## config.mk

```make
export PLATFORM = sky130hd
export DESIGN_NAME = ace_ccu_conflict_tracker
export DESIGN_NICKNAME = d
export VERILOG_FILES = /design/src/rtl/ace_ccu_conflict_tracker.sv
export SDC_FILE = /design/constraint.sdc
export NUM_CORES = 1
export LEC_CHECK = 0
export BUFFER_PORTS_ARGS = -buffer_cell sky130_fd_sc_hd__clkbuf_2
export CAP_MARGIN = 5
export CORE_MARGIN = 2
export CORE_UTILIZATION = 32
export CTS_CLUSTER_DIAMETER = 30
export DETAILED_ROUTE_END_ITERATION = 16
export SLEW_MARGIN = 20
export SYNTH_ARGS = -nofsm -noshare
export SYNTH_HDL_FRONTEND = slang
export SYNTH_SLANG_ARGS = --single-unit
```

## constraint.sdc

```tcl
create_clock -name clk_i -period 9.63 [get_ports clk_i]
set_input_delay 1.926 -clock clk_i [delete_from_list [all_inputs] [get_ports clk_i]]
set_output_delay 1.926 -clock clk_i [all_outputs]
set_load 0.005 [all_outputs]
```

## src/rtl/ace_ccu_conflict_tracker.sv

```systemverilog
`default_nettype none
// ============================================================================
// Module   : ace_ccu_conflict_tracker
// Brief    : Reference-counted table of in-flight line indices; stalls snoops
//            that hit a tracked line. Optional statistics are enabled by
//            defining ACE_CCU_CONFLICT_TRACKER_STATS_EN.
// Revision : 1.0 - initial release
// ============================================================================
module ace_ccu_conflict_tracker #(
  parameter int unsigned NoRespPorts = 4,
  parameter int unsigned MaxTrans    = 8,
  parameter int unsigned CmAddrWidth = 8,
  parameter int unsigned CntWidth    = 4
) (
  input  logic                                  clk_i,
  input  logic                                  rst_ni,
  input  logic [NoRespPorts-1:0]                x_req_valid_i,
  output logic [NoRespPorts-1:0]                x_req_ready_o,
  input  logic [NoRespPorts*CmAddrWidth-1:0]    x_addr_i,
  input  logic [NoRespPorts-1:0]                x_done_i,
  input  logic [NoRespPorts*CmAddrWidth-1:0]    x_done_addr_i,
  input  logic                                  snoop_valid_i,
  input  logic [CmAddrWidth-1:0]                snoop_addr_i,
  output logic                                  snoop_stall_o,
  output logic [$clog2(MaxTrans+1)-1:0]         occupancy_o,
  output logic                                  full_o,
  output logic [31:0]                           stall_cycles_o,
  output logic [$clog2(MaxTrans+1)-1:0]         peak_occ_o
);

  localparam int unsigned OCC_W = $clog2(MaxTrans + 1);
  localparam int unsigned PTR_W = (NoRespPorts > 1) ? $clog2(NoRespPorts) : 1;
  localparam int unsigned PC_W  = $clog2(NoRespPorts + 1);
  localparam int unsigned SUM_W = CntWidth + PC_W;
  localparam logic [CntWidth-1:0] CNT_MAX = '1;

  logic [MaxTrans-1:0]                  valid_q, valid_d;
  logic [MaxTrans-1:0][CmAddrWidth-1:0] addr_q, addr_d;
  logic [MaxTrans-1:0][CntWidth-1:0]    cnt_q, cnt_d;
  logic [PTR_W-1:0]                     rr_q, rr_d;

  logic [NoRespPorts-1:0][CmAddrWidth-1:0] req_addr, done_addr;
  logic [PTR_W-1:0]       pidx, cand_port;
  logic                   cand_found;
  logic [CmAddrWidth-1:0] cand_addr;
  logic [MaxTrans-1:0]    hit_vec, free_oh, at_max, inc_vec, alloc_vec;
  logic                   hit, free_found, blocked, grant;
  logic [SUM_W-1:0]       rel, net;
  logic [OCC_W-1:0]       occ;

  assign req_addr  = x_addr_i;
  assign done_addr = x_done_addr_i;

  // Round-robin search for the first requesting port starting at rr_q.
  always_comb begin
    cand_found = 1'b0;
    cand_port  = '0;
    pidx       = '0;
    for (int unsigned i = 0; i < NoRespPorts; i++) begin
      pidx = PTR_W'((32'(rr_q) + i) % NoRespPorts);
      if (!cand_found && x_req_valid_i[pidx]) begin
        cand_found = 1'b1;
        cand_port  = pidx;
      end
    end
  end

  assign cand_addr = req_addr[cand_port];

  always_comb begin
    hit_vec    = '0;
    free_oh    = '0;
    at_max     = '0;
    free_found = 1'b0;
    for (int unsigned e = 0; e < MaxTrans; e++) begin
      hit_vec[e] = valid_q[e] && (addr_q[e] == cand_addr);
      at_max[e]  = (cnt_q[e] == CNT_MAX);
      if (!valid_q[e] && !free_found) begin
        free_oh[e] = 1'b1;
        free_found = 1'b1;
      end
    end
  end

  // Decisions use registered state only, so a same-cycle release never
  // unblocks a saturated hit or a miss on a full table.
  assign hit     = |hit_vec;
  assign blocked = hit ? |(hit_vec & at_max) : !free_found;
  assign grant   = cand_found && !blocked;

  assign inc_vec   = (grant && hit)  ? hit_vec : '0;
  assign alloc_vec = (grant && !hit) ? free_oh : '0;

  always_comb begin
    x_req_ready_o = '0;
    rr_d          = rr_q;
    if (grant) begin
      x_req_ready_o[cand_port] = 1'b1;
      rr_d = (cand_port == PTR_W'(NoRespPorts - 1)) ? '0 : cand_port + PTR_W'(1);
    end
  end

  always_comb begin
    valid_d = valid_q;
    addr_d  = addr_q;
    cnt_d   = cnt_q;
    rel     = '0;
    net     = '0;
    for (int unsigned e = 0; e < MaxTrans; e++) begin
      rel = '0;
      for (int unsigned p = 0; p < NoRespPorts; p++) begin
        if (x_done_i[p] && valid_q[e] && (done_addr[p] == addr_q[e])) begin
          rel = rel + SUM_W'(1);
        end
      end
      net = SUM_W'(cnt_q[e]) + SUM_W'(inc_vec[e]);
      if (alloc_vec[e]) begin
        valid_d[e] = 1'b1;
        addr_d[e]  = cand_addr;
        cnt_d[e]   = CntWidth'(1);
      end else if (valid_q[e]) begin
        if (net <= rel) begin
          valid_d[e] = 1'b0;
          cnt_d[e]   = '0;
        end else begin
          cnt_d[e]   = CntWidth'(net - rel);
        end
      end
    end
  end

  always_ff @(posedge clk_i or negedge rst_ni) begin
    if (!rst_ni) begin
      valid_q <= '0;
      addr_q  <= '0;
      cnt_q   <= '0;
      rr_q    <= '0;
    end else begin
      valid_q <= valid_d;
      addr_q  <= addr_d;
      cnt_q   <= cnt_d;
      rr_q    <= rr_d;
    end
  end

  always_comb begin
    occ = '0;
    for (int unsigned e = 0; e < MaxTrans; e++) begin
      occ = occ + OCC_W'(valid_q[e]);
    end
  end

  assign occupancy_o = occ;
  assign full_o      = (occ == OCC_W'(MaxTrans));

  always_comb begin
    snoop_stall_o = 1'b0;
    for (int unsigned e = 0; e < MaxTrans; e++) begin
      if (snoop_valid_i && valid_q[e] && (addr_q[e] == snoop_addr_i)) begin
        snoop_stall_o = 1'b1;
      end
    end
  end

`ifdef ACE_CCU_CONFLICT_TRACKER_STATS_EN
  logic [31:0]      stall_cnt_q;
  logic [OCC_W-1:0] peak_q;

  always_ff @(posedge clk_i or negedge rst_ni) begin
    if (!rst_ni) begin
      stall_cnt_q <= '0;
      peak_q      <= '0;
    end else begin
      if (snoop_stall_o && (stall_cnt_q != 32'hFFFF_FFFF)) begin
        stall_cnt_q <= stall_cnt_q + 32'd1;
      end
      if (occ > peak_q) begin
        peak_q <= occ;
      end
    end
  end

  assign stall_cycles_o = stall_cnt_q;
  assign peak_occ_o     = peak_q;
`else
  assign stall_cycles_o = '0;
  assign peak_occ_o     = '0;
`endif

`ifndef SYNTHESIS
  logic [NoRespPorts-1:0] done_hit;

  always_comb begin
    done_hit = '0;
    for (int unsigned p = 0; p < NoRespPorts; p++) begin
      for (int unsigned e = 0; e < MaxTrans; e++) begin
        if (valid_q[e] && (done_addr[p] == addr_q[e])) begin
          done_hit[p] = 1'b1;
        end
      end
    end
  end

  // A release must always name a line that is currently tracked.
  a_release_tracked: assert property (@(posedge clk_i) disable iff (!rst_ni)
    (x_done_i & ~done_hit) == '0);
`endif

endmodule
`default_nettype wire

```

==> flow_summary.ini <==
[route]
routed_wirelength_um = 48400
vias = 11900
drcViolationCount = 0
wl_per_cell_um = 23.4
ant_nets = 0
via_per_inst = 5.75
dr.pass1.iters = 5
drt_iter0_drc = 1089

[hold_path]
hp-class = reg2reg

[layout]
area_growth_pct = 5.46
drive_gt1_frac = 0.124
n_antenna_cell = 0
final_nets = 1706
final_core_util = 0.343

[power_and_ir_drop]
irDropWorstVdd_mv = 0.151
cellLeakagePower_nw = 5.93
powerDensity_nw_per_um2 = 222

[setup_path]
cp_common_cell = clkbuf_2
path_class = in2out
cp-end-kind = output port
critPathMaxFanout = 23
path_cells = clkbuf_2, and4b_1, a21oi_2, nand2_1, a211oi_2, nor2_1, xor2_1, nor4_1, nand4_1, o221a_2, and2_0, and3_1, clkbuf_2
startpoint_type = input port
arrival_ns = 6.09
cp_slowest_cell = a21oi_2
required_ns = 7.70
max_stage_delay_ns = 0.66

[timing]
report.final.slew_viol_count = 0
fin_setup_tns_ns = 0
fin_crit_sh = 0.833
clock.fmax_mhz = 125
finClkSkew_ns = 0.0131
worstMarginPinSlew_ns = 1.07
layout_min_cycle_time_ns = 8.02
rsz0062_at_grt = false
slew-limit-headroom = 0.279
hold_viol_final = 0
setup_violations = 0

[clocking]
post-cts-setup-buffers = 0
clk_latency_ns = 0.37
cts_buffers = 9
ctsHoldBuffers = 0
clock-sinks = 106
cts_tree = yes
cts_root_buffer = clkbuf_16
cts_buffer_depth = 2
cts_resized = 0
clk_pin_slew_ns = 0.08
htreeDepth = 3

[yosys]
synth.avg_cell_area_um2 = 8.56
synth.distinct_cells = 79
syn_inst = 1558
yosys_warnings = 0
yosys.cell_count.top_type = xor2_1
synth_top_area_frac = 0.199
synth_seq_cells = 106
seq_area_frac_synth = 0.199
synth_area_um2 = 13300
synthArstFlopShare = 1.00
synth-edff-count = 0
synth_area_leaders = dfrtp_1 20%, xor2_1 13%, xnor2_1 13%
synth_top_area_cell = dfrtp_1
synth_flop_cell = dfrtp_1
synth_common_cells = 195 x xor2_1, 192 x xnor2_1, 106 x dfrtp_1

[placement]
gp_congestion = 0.960
dp_hpwl_um = 37800
portBuffers = 92

[floorplan]
dieWidth_um = 208
dieArea_um2 = 43300
io_pins = 129
die_h_um = 208
coreArea_um2 = 41000
rows = 74
initial_core_util = 0.325

[grt]
overflow = 0
antenna_found_initial = 1
grt_pass1_vias = 11500
grt_max_degree = 67
grt.total_usage = 0.223
grt_pass1_wl_um = 73800

[job]
max_cap_viol_count = 0

[status]
status = completed
-- registers in the layout (all words and copies together), names as in the netlist --
signal and count:
cnt_q 32, valid_q 8, rr_q 2, addr_q 64
-- critical path: cells and delay by family --
family                 cells  cell delay (ns)
AO/OA/AOI/OAI              3             1.72
buffers and inverters      2             0.26
XOR/XNOR                   1             0.20
AND/OR/NAND/NOR            7             1.97
-- cell type report --
cell class | count | area, um^2
multi-input cells | 1226 | 9590
repair buffers | 105 | 561
well taps | 532 | 666
fillers | 4207 | 26900
inverters | 82 | 308
clock buffers | 10 | 239
flip-flops and latches | 106 | 2650
clock inverters | 6 | 55.1
-- final timing paths --
| path | to | cells after the start | startpoint | slack (ns) |
|---|---|---|---|---|
| worst max-delay path | x_req_ready_o[3] | 13 | x_req_valid_i[3] | 1.61 |
| worst min-delay path | cnt_q[20]$_DFFE_PN0P_ | 2 | cnt_q[20]$_DFFE_PN0P_ | 0.55 |
| worst max register to register | cnt_q[20]$_DFFE_PN0P_ | 23 | rr_q[1]$_DFFE_PN0P_ | 2.96 |
| worst min register to register | cnt_q[20]$_DFFE_PN0P_ | 2 | cnt_q[20]$_DFFE_PN0P_ | 0.55 |
| max in group asynchronous | rr_q[0]$_DFFE_PN0P_ | 2 | rst_ni | 6.70 |
| min in group asynchronous | cnt_q[22]$_DFFE_PN0P_ | 1 | rst_ni | 1.59 |
-- per-layer routing --
metal / vias up / global-route usage / part of all wire
met3: 95 / 0.0326 / 0.073
met2: 542 / 0.342 / 0.43
met1: 5918 / 0.315 / 0.45
li1: 5321 / - / -
met5: - / 0 / 0
met4: 0 / 0.0834 / 0.038
-- report_power, final --
part | leakage (nW) | switching, mW | internal, mW
Sequential | 1.33 | 0.509 | 0.573
Combinational | 4.46 | 0.898 | 0.757
Clock | 0.147 | 0.195 | 0.190
-- logic make-up after synthesis --
| logic type | after synthesis | share of synthesized area |
|---|---|---|
| XOR/XNOR | 387 | 0.254 |
| other | 2 | 0.000563 |
| adder cells (fa/ha/maj) | 93 | 0.0940 |
| multiplexers | 67 | 0.0583 |
| buffers and inverters | 268 | 0.0947 |
| AO/OA/AOI/OAI | 210 | 0.107 |
| flip-flops | 106 | 0.199 |
| AND/OR/NAND/NOR | 425 | 0.193 |
-- layout by cell type, fill, tap and decap left out, drive strengths merged, types with 52 or more instances in the layout --
cell	Yosys	layout
xnor2	192	192
and3	52	52
dfrtp	106	106
xor2	195	195
clkbuf	76	101
nor4	54	54
nand4	81	81
ha	81	81
mux2	62	62
o21ai	61	61
inv	82	88
-- metrics by stage --
step	hold slack [ns]	instances	cell area (um^2)	total power [mW]	setup slack (ns)
2_1_floorplan	0.483	1600	13500	2.19	2.92
3_3_place_gp	0.511	2051	13800	2.67	1.55
3_5_place_dp	0.534	2051	13800	2.71	1.49
4_1_cts	0.554	2067	14100	3.09	1.68
5_1_grt	0.594	2067	14100	3.32	1.08
6_report	0.547	2067	14100	3.12	1.61
No activity file was read; power rests on OpenSTA's default activity.
